**src/rtl/spi_periph_pkg.sv**
```systemverilog
// Shared definitions for the memory-mapped SPI master: register word offsets,
// STATUS bit positions, engine state encoding and soft-reset timing.
package spi_periph_pkg;

    // Register word offsets (byte address >> 2)
    localparam logic [7:0] REG_CTRL   = 8'd0;
    localparam logic [7:0] REG_TX     = 8'd1;
    localparam logic [7:0] REG_RX     = 8'd2;
    localparam logic [7:0] REG_STATUS = 8'd3;

    // CTRL write bit that requests a soft reset
    localparam int CTRL_SOFT_RST_BIT = 1;

    // STATUS bit positions
    localparam int STAT_BUSY       = 0;
    localparam int STAT_DONE       = 1;
    localparam int STAT_READY      = 2;
    localparam int STAT_TX_DROPPED = 3;

    // Cycles from the soft-reset strobe until ready is raised
    localparam int SOFT_RST_CYCLES = 4;

    // One byte = 8 SPI clock pulses = 16 spi_clk toggles
    localparam int TOGGLES_PER_XFER = 16;

    typedef enum logic [1:0] {
        ENG_IDLE  = 2'd0,
        ENG_SHIFT = 2'd1,
        ENG_DONE  = 2'd2
    } eng_state_e;

    // Packs the status flags into the STATUS read word
    function automatic logic [31:0] status_word(input logic busy,
                                                input logic done,
                                                input logic ready,
                                                input logic tx_dropped);
        logic [31:0] w;
        w                  = 32'd0;
        w[STAT_BUSY]       = busy;
        w[STAT_DONE]       = done;
        w[STAT_READY]      = ready;
        w[STAT_TX_DROPPED] = tx_dropped;
        return w;
    endfunction

endpackage

```
**src/rtl/spi_shift_engine.sv**
```systemverilog
// 8-bit MSB-first SPI shift engine. Each synchronised rclk rising edge toggles
// spi_clk; a byte is exactly 16 toggles. CPOL sets the idle level, CPHA selects
// whether the leading (0) or trailing (1) edge samples spi_miso.
module spi_shift_engine
    import spi_periph_pkg::*;
#(
    parameter logic CPOL = 1'b0,
    parameter logic CPHA = 1'b0
) (
    input  logic       clk,
    input  logic       rst,
    input  logic       rclk_rise,
    input  logic       abort,
    input  logic       start,
    input  logic [7:0] tx_data,
    input  logic       spi_miso,
    output logic       spi_clk,
    output logic       spi_mosi,
    output logic       busy,
    output logic       done,
    output logic [7:0] rx_data
);

    eng_state_e  state_q, state_d;
    logic [7:0]  shift_q, shift_d;
    logic [4:0]  cnt_q, cnt_d;
    logic        sclk_q, sclk_d;
    logic        mosi_q, mosi_d;
    logic        done_q, done_d;
    logic [7:0]  rx_q, rx_d;
    logic        leading_edge;
    logic        sample_edge;

    // Next-state logic: load on start, toggle/shift on rclk edges, abort on soft reset
    always_comb begin
        state_d      = state_q;
        shift_d      = shift_q;
        cnt_d        = cnt_q;
        sclk_d       = sclk_q;
        mosi_d       = mosi_q;
        done_d       = done_q;
        rx_d         = rx_q;
        leading_edge = 1'b0;
        sample_edge  = 1'b0;

        if (abort) begin
            // Soft reset drops the transfer and parks the clock at its idle level
            state_d = ENG_IDLE;
            sclk_d  = CPOL;
            cnt_d   = 5'd0;
            done_d  = 1'b0;
            rx_d    = 8'd0;
        end else begin
            case (state_q)
                ENG_IDLE, ENG_DONE: begin
                    // DONE lasts one cycle but must still accept a new start,
                    // since busy is already low there
                    state_d = ENG_IDLE;
                    if (start) begin
                        shift_d = tx_data;
                        cnt_d   = 5'd0;
                        done_d  = 1'b0;
                        state_d = ENG_SHIFT;
                        // With CPHA=0 the first leading edge samples, so bit 7
                        // must already be on the wire
                        if (!CPHA) begin
                            mosi_d = tx_data[7];
                        end
                    end
                end
                ENG_SHIFT: begin
                    if (rclk_rise) begin
                        sclk_d       = ~sclk_q;
                        cnt_d        = cnt_q + 5'd1;
                        leading_edge = (sclk_q == CPOL);
                        sample_edge  = leading_edge ^ CPHA;
                        if (sample_edge) begin
                            shift_d = {shift_q[6:0], spi_miso};
                        end else if (cnt_d != 5'(TOGGLES_PER_XFER)) begin
                            // The final shifting edge presents nothing: mosi
                            // keeps the last data bit
                            mosi_d = shift_q[7];
                        end
                        if (cnt_d == 5'(TOGGLES_PER_XFER)) begin
                            state_d = ENG_DONE;
                            rx_d    = shift_d;
                            done_d  = 1'b1;
                        end
                    end
                end
                default: begin
                    state_d = ENG_IDLE;
                end
            endcase
        end
    end

    // Control and visible outputs, cleared by hard reset
    always_ff @(posedge clk or negedge rst) begin
        if (!rst) begin
            state_q <= ENG_IDLE;
            cnt_q   <= 5'd0;
            sclk_q  <= CPOL;
            mosi_q  <= 1'b0;
            done_q  <= 1'b0;
            rx_q    <= 8'd0;
        end else begin
            state_q <= state_d;
            cnt_q   <= cnt_d;
            sclk_q  <= sclk_d;
            mosi_q  <= mosi_d;
            done_q  <= done_d;
            rx_q    <= rx_d;
        end
    end

    // Shift register is pure data; it is always loaded before use
    always_ff @(posedge clk) begin
        shift_q <= shift_d;
    end

    assign spi_clk  = sclk_q;
    assign spi_mosi = mosi_q;
    assign busy     = (state_q == ENG_SHIFT);
    assign done     = done_q;
    assign rx_data  = rx_q;

endmodule

```
**src/rtl/spi_master_peripheral.sv**
```systemverilog
// Memory-mapped SPI master peripheral: bus decode with write-strobe edge
// detection, rclk synchroniser, soft-reset sequencing, status flags and a
// registered read port. Shifting is done by spi_shift_engine.
module spi_master_peripheral
    import spi_periph_pkg::*;
#(
    parameter logic CPOL = 1'b0,
    parameter logic CPHA = 1'b0
) (
    input  logic        clk,
    input  logic        rst,
    input  logic        rclk,
    output logic        spi_clk,
    output logic        spi_mosi,
    input  logic        spi_miso,
    input  logic [7:0]  mem_addr,
    input  logic [3:0]  mem_wr_en,
    input  logic [31:0] mem_wr_data,
    output logic [31:0] mem_rd_data
);

    // rclk_sync_q[0..1] is the 2-FF synchroniser, [2] holds the previous value
    logic [2:0]  rclk_sync_q, rclk_sync_d;
    logic        wr_en_q, wr_en_d;
    logic        ready_q, ready_d;
    logic        tx_dropped_q, tx_dropped_d;
    logic [2:0]  srst_cnt_q, srst_cnt_d;
    logic [31:0] rd_data_q, rd_data_d;

    logic        rclk_rise;
    logic        wr_stb;
    logic        soft_rst;
    logic        tx_wr;
    logic        tx_accept;
    logic        eng_busy;
    logic        eng_done;
    logic [7:0]  eng_rx;
    logic        unused_bus_bits;

    // Only byte lane 0 and write enable bit 0 carry meaning
    assign unused_bus_bits = &{1'b0, mem_wr_en[3:1], mem_wr_data[31:8]};

    // Strobe decode: a held enable produces a single strobe on its first cycle
    always_comb begin
        rclk_sync_d = {rclk_sync_q[1:0], rclk};
        rclk_rise   = rclk_sync_q[1] & ~rclk_sync_q[2];
        wr_en_d     = mem_wr_en[0];
        wr_stb      = mem_wr_en[0] & ~wr_en_q;
        soft_rst    = wr_stb && (mem_addr == REG_CTRL) && mem_wr_data[CTRL_SOFT_RST_BIT];
        tx_wr       = wr_stb && (mem_addr == REG_TX);
        // Soft reset wins over a coincident TX write
        tx_accept   = tx_wr && ready_q && !eng_busy && !soft_rst;
    end

    // Ready sequencing after soft reset and sticky tx_dropped flag
    always_comb begin
        ready_d      = ready_q;
        tx_dropped_d = tx_dropped_q;
        srst_cnt_d   = srst_cnt_q;

        if (srst_cnt_q != 3'd0) begin
            srst_cnt_d = srst_cnt_q - 3'd1;
            if (srst_cnt_q == 3'd1) begin
                ready_d = 1'b1;
            end
        end

        if (soft_rst) begin
            ready_d      = 1'b0;
            tx_dropped_d = 1'b0;
            srst_cnt_d   = 3'(SOFT_RST_CYCLES);
        end

        // A rejected TX write is recorded even if a soft reset clears it this cycle
        if (tx_wr && !tx_accept) begin
            tx_dropped_d = 1'b1;
        end
    end

    // Read mux, registered for one cycle of latency
    always_comb begin
        rd_data_d = 32'd0;
        case (mem_addr)
            REG_RX:     rd_data_d = {24'd0, eng_rx};
            REG_STATUS: rd_data_d = status_word(eng_busy, eng_done, ready_q, tx_dropped_q);
            default:    rd_data_d = 32'd0;
        endcase
    end

    // Peripheral state registers
    always_ff @(posedge clk or negedge rst) begin
        if (!rst) begin
            rclk_sync_q  <= 3'd0;
            wr_en_q      <= 1'b0;
            ready_q      <= 1'b0;
            tx_dropped_q <= 1'b0;
            srst_cnt_q   <= 3'd0;
            rd_data_q    <= 32'd0;
        end else begin
            rclk_sync_q  <= rclk_sync_d;
            wr_en_q      <= wr_en_d;
            ready_q      <= ready_d;
            tx_dropped_q <= tx_dropped_d;
            srst_cnt_q   <= srst_cnt_d;
            rd_data_q    <= rd_data_d;
        end
    end

    spi_shift_engine #(
        .CPOL (CPOL),
        .CPHA (CPHA)
    ) u_engine (
        .clk       (clk),
        .rst       (rst),
        .rclk_rise (rclk_rise),
        .abort     (soft_rst),
        .start     (tx_accept),
        .tx_data   (mem_wr_data[7:0]),
        .spi_miso  (spi_miso),
        .spi_clk   (spi_clk),
        .spi_mosi  (spi_mosi),
        .busy      (eng_busy),
        .done      (eng_done),
        .rx_data   (eng_rx)
    );

    assign mem_rd_data = rd_data_q;

endmodule

```
**config.mk**
```make
export PLATFORM = sky130hd
export DESIGN_NAME = spi_master_peripheral
export DESIGN_NICKNAME = d
export VERILOG_FILES = /design/src/rtl/spi_periph_pkg.sv /design/src/rtl/spi_shift_engine.sv /design/src/rtl/spi_master_peripheral.sv
export SDC_FILE = /design/constraint.sdc
export NUM_CORES = 1
export LEC_CHECK = 0
export CORE_MARGIN = 3
export CORE_UTILIZATION = 47
export CTS_CLUSTER_DIAMETER = 80
export CTS_CLUSTER_SIZE = 12
export DETAILED_ROUTE_END_ITERATION = 7
export GPL_ROUTABILITY_DRIVEN = 0
export PLACE_DENSITY = 0.85
export SYNTH_ARGS = -nofsm -noshare
export SYNTH_HDL_FRONTEND = slang
export SYNTH_SLANG_ARGS = --single-unit
```
**constraint.sdc**
```tcl
create_clock -name clk -period 2.7 [get_ports clk]
set_input_delay 0.675 -clock clk [delete_from_list [all_inputs] [get_ports clk]]
set_output_delay 0.675 -clock clk [all_outputs]
set_load 0.01 [all_outputs]
```
==> results.sh <==
export IMPL_seq_area_frac_synth=0.5150
export IMPL_fin_cells=294
export IMPL_post_cts_buffers=0
export IMPL_crit_path_end_kind="flop"
export IMPL_clk_latency_ns=0.29
export IMPL_worstRegToRegCells=6
export IMPL_fin_nets=294
export IMPL_clock_sinks=43
export IMPL_dp_cells=287
export IMPL_antenna_found_initial=0
export IMPL_synth_xor_area_frac=0.008083
export IMPL_power_density_nw_per_um2=588.2
export IMPL_skew_ns=0.004886
export IMPL_cts_buffer_depth=2
export IMPL_cts_buffers=5
export IMPL_synth_mux_area_frac=0.06062
export IMPL_dp_hpwl_um=2816
export IMPL_critical_path_buf_inv_count=1
export IMPL_clk_pin_slew_ns=0.07
export IMPL_vias=1477
export IMPL_async_flop_share=0.8140
export IMPL_n_antenna_cell=0
export IMPL_synth_top_family_by_area="simple AND/OR/NAND/NOR gates"
export IMPL_area_growth_pct=17.90
export IMPL_synth_ff_latch_count=43
export IMPL_fp_dieH_um=73.90
export IMPL_grtUsageTotal=0.1583
export IMPL_critical_path_class="in -> reg"
export IMPL_synth_adder_area_share=0.02309
export IMPL_synth_compound_area_share=0.1016
export IMPL_first_pass_iters=4
export IMPL_met3_length_um=287
export IMPL_die_w_um=73.90
export IMPL_slew_headroom=0.5891
export IMPL_synthSimpleGateAreaFrac=0.1830
export IMPL_drcViolationCount=0
export IMPL_period_share=0.9260
export IMPL_ctsResizeCount=0
export IMPL_grt_overflow_total=0
export IMPL_syn_inst=206
export IMPL_drt_first_iter_violations=122
export IMPL_drt_met1_wl_um=1573
export IMPL_r2r_start="u_engine.state_q[1]"
export IMPL_grt_max_degree=36
export IMPL_cellLeakagePower_uw=0.001144
export IMPL_drive_above_1_share=0.08678
export IMPL_io_pins=82
export IMPL_tns_ns=0
export IMPL_synthFlopType="dfrtp_1"
export IMPL_worstHoldPathCells=0
export IMPL_rows=24
export IMPL_wire_per_inst_um=12.69
export IMPL_cap_violations=0
export IMPL_met2_length_um=1827
export IMPL_syn_cell_area_um2=2167
export IMPL_path_cells="clkdlybuf4s50_1 > or4_4 > nor4b_4 > nand4_2 > a22oi_2 > mux2_1"
export IMPL_port_buffers=30
export IMPL_min_from="rclk_sync_q[0]"
export IMPL_total_power_uw=1503
export IMPL_tritoncts="yes"
export IMPL_hold_viol_final=0
export IMPL_cts_hold_buf=0
export IMPL_clock_fmax_mhz=399.9
export IMPL_grt_pass1_vias=1440
export IMPL_die_area_um2=5461
export IMPL_routed_top_layer="met4"
export IMPL_hold_path_class="reg -> reg"
export IMPL_synth_warnings=0
export IMPL_routed_wirelength_um=3731
export IMPL_core_area_um2=4414
export IMPL_setup_viol=0
export IMPL_cp_required_ns=2.88
export IMPL_tightest_slew_ns=0.6144
export IMPL_slowest_delay_ns=0.56
export IMPL_post_route_min_period_ns=2.500
export IMPL_r2r_slack_ns=0.72
export IMPL_crit_path_top_delay_cell="or4_4"
export IMPL_crit_family="simple AND/OR/NAND/NOR gates"
export IMPL_synth_cell_types=39
export IMPL_h_tree_depth=2
export IMPL_cp_max_fo=4
export IMPL_status="finished clean"
export IMPL_grt_pass1_wl_um=6527
export IMPL_arrival_ns=2.68
export IMPL_vias_per_cell=5.024
export IMPL_rsz0062_at_grt="false"
export IMPL_min_to="rclk_sync_q[1]"
export IMPL_synth_edf_count=8
export IMPL_ir_drop_uv=247.7
export IMPL_syn_area_per_cell_um2=10.52
export IMPL_maxSlewViolCount=0
export IMPL_start_util=0.4909
export IMPL_ant_nets=0
export IMPL_reg2reg_to="u_engine.spi_mosi"
export IMPL_cp_start_kind="primary input"
export IMPL_cts_root_buf="clkbuf_8"
==> cell type report <==
class | instances | area, um^2
clock buffer | 6 | 72.57
clock inverter | 1 | 7.507
timing repair buffer | 38 | 372.9
inverter | 4 | 15.01
multi-input combinational | 150 | 905.9
fill | 377 | 1859
sequential | 43 | 1116
tap | 52 | 65.06
==> cell families (layout without fill, tap and decap cells) <==
family / count (synthesis) / after routing
XOR/XNOR: 2 / 2
AO/OA/AOI/OAI: 36 / 36
flip-flops: 43 / 43
multiplexers: 13 / 13
AND/OR/NAND/NOR: 71 / 71
other: 1 / 24
adder cells (fa/ha/maj): 4 / 4
buffers and inverters: 36 / 49
==> worst max path at each step <==
| stage | startpoint | endpoint | depth (start not counted) |
|---|---|---|---|
| 2_1_floorplan | mem_addr[5] | u_engine.spi_mosi | 5 |
| 3_3_place_gp | mem_addr[5] | u_engine.spi_mosi | 6 |
| 3_5_place_dp | mem_addr[5] | u_engine.spi_mosi | 6 |
| 4_1_cts | mem_addr[5] | u_engine.spi_mosi | 6 |
| 5_1_grt | mem_addr[5] | u_engine.spi_mosi | 6 |
| 6_report | mem_addr[5] | u_engine.spi_mosi | 6 |
==> power by group <==
group,leakage [uW],total [uW],switching (uW),internal [uW]
combinational,0.000623,361,192,169
sequential,0.000484,763,42.0,721
clock,0.0000373,378,201,177
total,0.00114,1500,436,1070
==> cell usage after synthesis (all sizes together) (2+ instances only) <==
| master | instances | area (um^2) |
|---|---|---|
| ha | 4 | 50.05 |
| nor3 | 2 | 21.27 |
| xnor2 | 2 | 17.52 |
| or3 | 2 | 12.51 |
| o21ai | 13 | 65.06 |
| mux2i | 12 | 120.1 |
| or2 | 2 | 12.52 |
| edfxtp | 8 | 240.2 |
| nor4 | 2 | 27.53 |
| inv | 4 | 15.01 |
| a22oi | 2 | 20.02 |
| clkbuf | 4 | 15.01 |
| dfrtp | 35 | 875.8 |
| nand2 | 16 | 60.06 |
| buf | 28 | 201.4 |
| nand3 | 2 | 10.01 |
| a211oi | 8 | 60.06 |
| nor2 | 28 | 105.1 |
| nor2b | 3 | 18.77 |
| and2 | 2 | 12.51 |
| a21oi | 10 | 50.05 |
| nand2b | 3 | 18.77 |
| nor3b | 4 | 30.03 |
==> metrics by stage <==
stage / hold slack, ns / setup WS, ns / area [um^2] / util
final: 0.3524 / 0.1997 / 2555 / 0.5788
after global placement: 0.3332 / -0.06119 / 2475 / 0.5607
after detailed placement: 0.3371 / -0.1184 / 2475 / 0.5607
after global routing: 0.3800 / 0.1344 / 2555 / 0.5788
after floorplan: 0.3312 / 0.3740 / 2253 / -
after CTS: 0.3550 / 0.2048 / 2555 / 0.5788
==> placed cells by master (no fill, tap or decap), types with 2 or more instances in the layout <==
cell type and n:
clkbuf_8 5, a21oi_1 10, xnor2_1 2, nor2_1 28, a211oi_1 8, o21ai_0 13, clkdlybuf4s50_1 30, ha_1 4
edfxtp_1 8, nand3_1 2, inv_1 4, conb_1 24, and2_1 2, dfrtp_1 35, nor3b_1 4, buf_4 7
or3_1 2, mux2i_1 12, nor2b_1 3, nand2_1 16, nand2b_1 3
==> routing by layer <==
| metal | vias up | global-route usage |
|---|---|---|
| met5 | - | 0 |
| met4 | 0 | 0.06640 |
| met3 | 4 | 0.05198 |
| met2 | 54 | 0.2628 |
| met1 | 689 | 0.1884 |
| li1 | 730 | - |
==> registers in the layout, indices dropped and copies added, names as in the netlist, 2 cells and up <==
signal,count
u_engine.rx_data,8
u_engine.shift_q,8
u_engine.state_q,2
srst_cnt_q,3
rclk_sync_q,3
u_engine.cnt_q,5
mem_rd_data,8
Power figures use the tool's default switching activity.
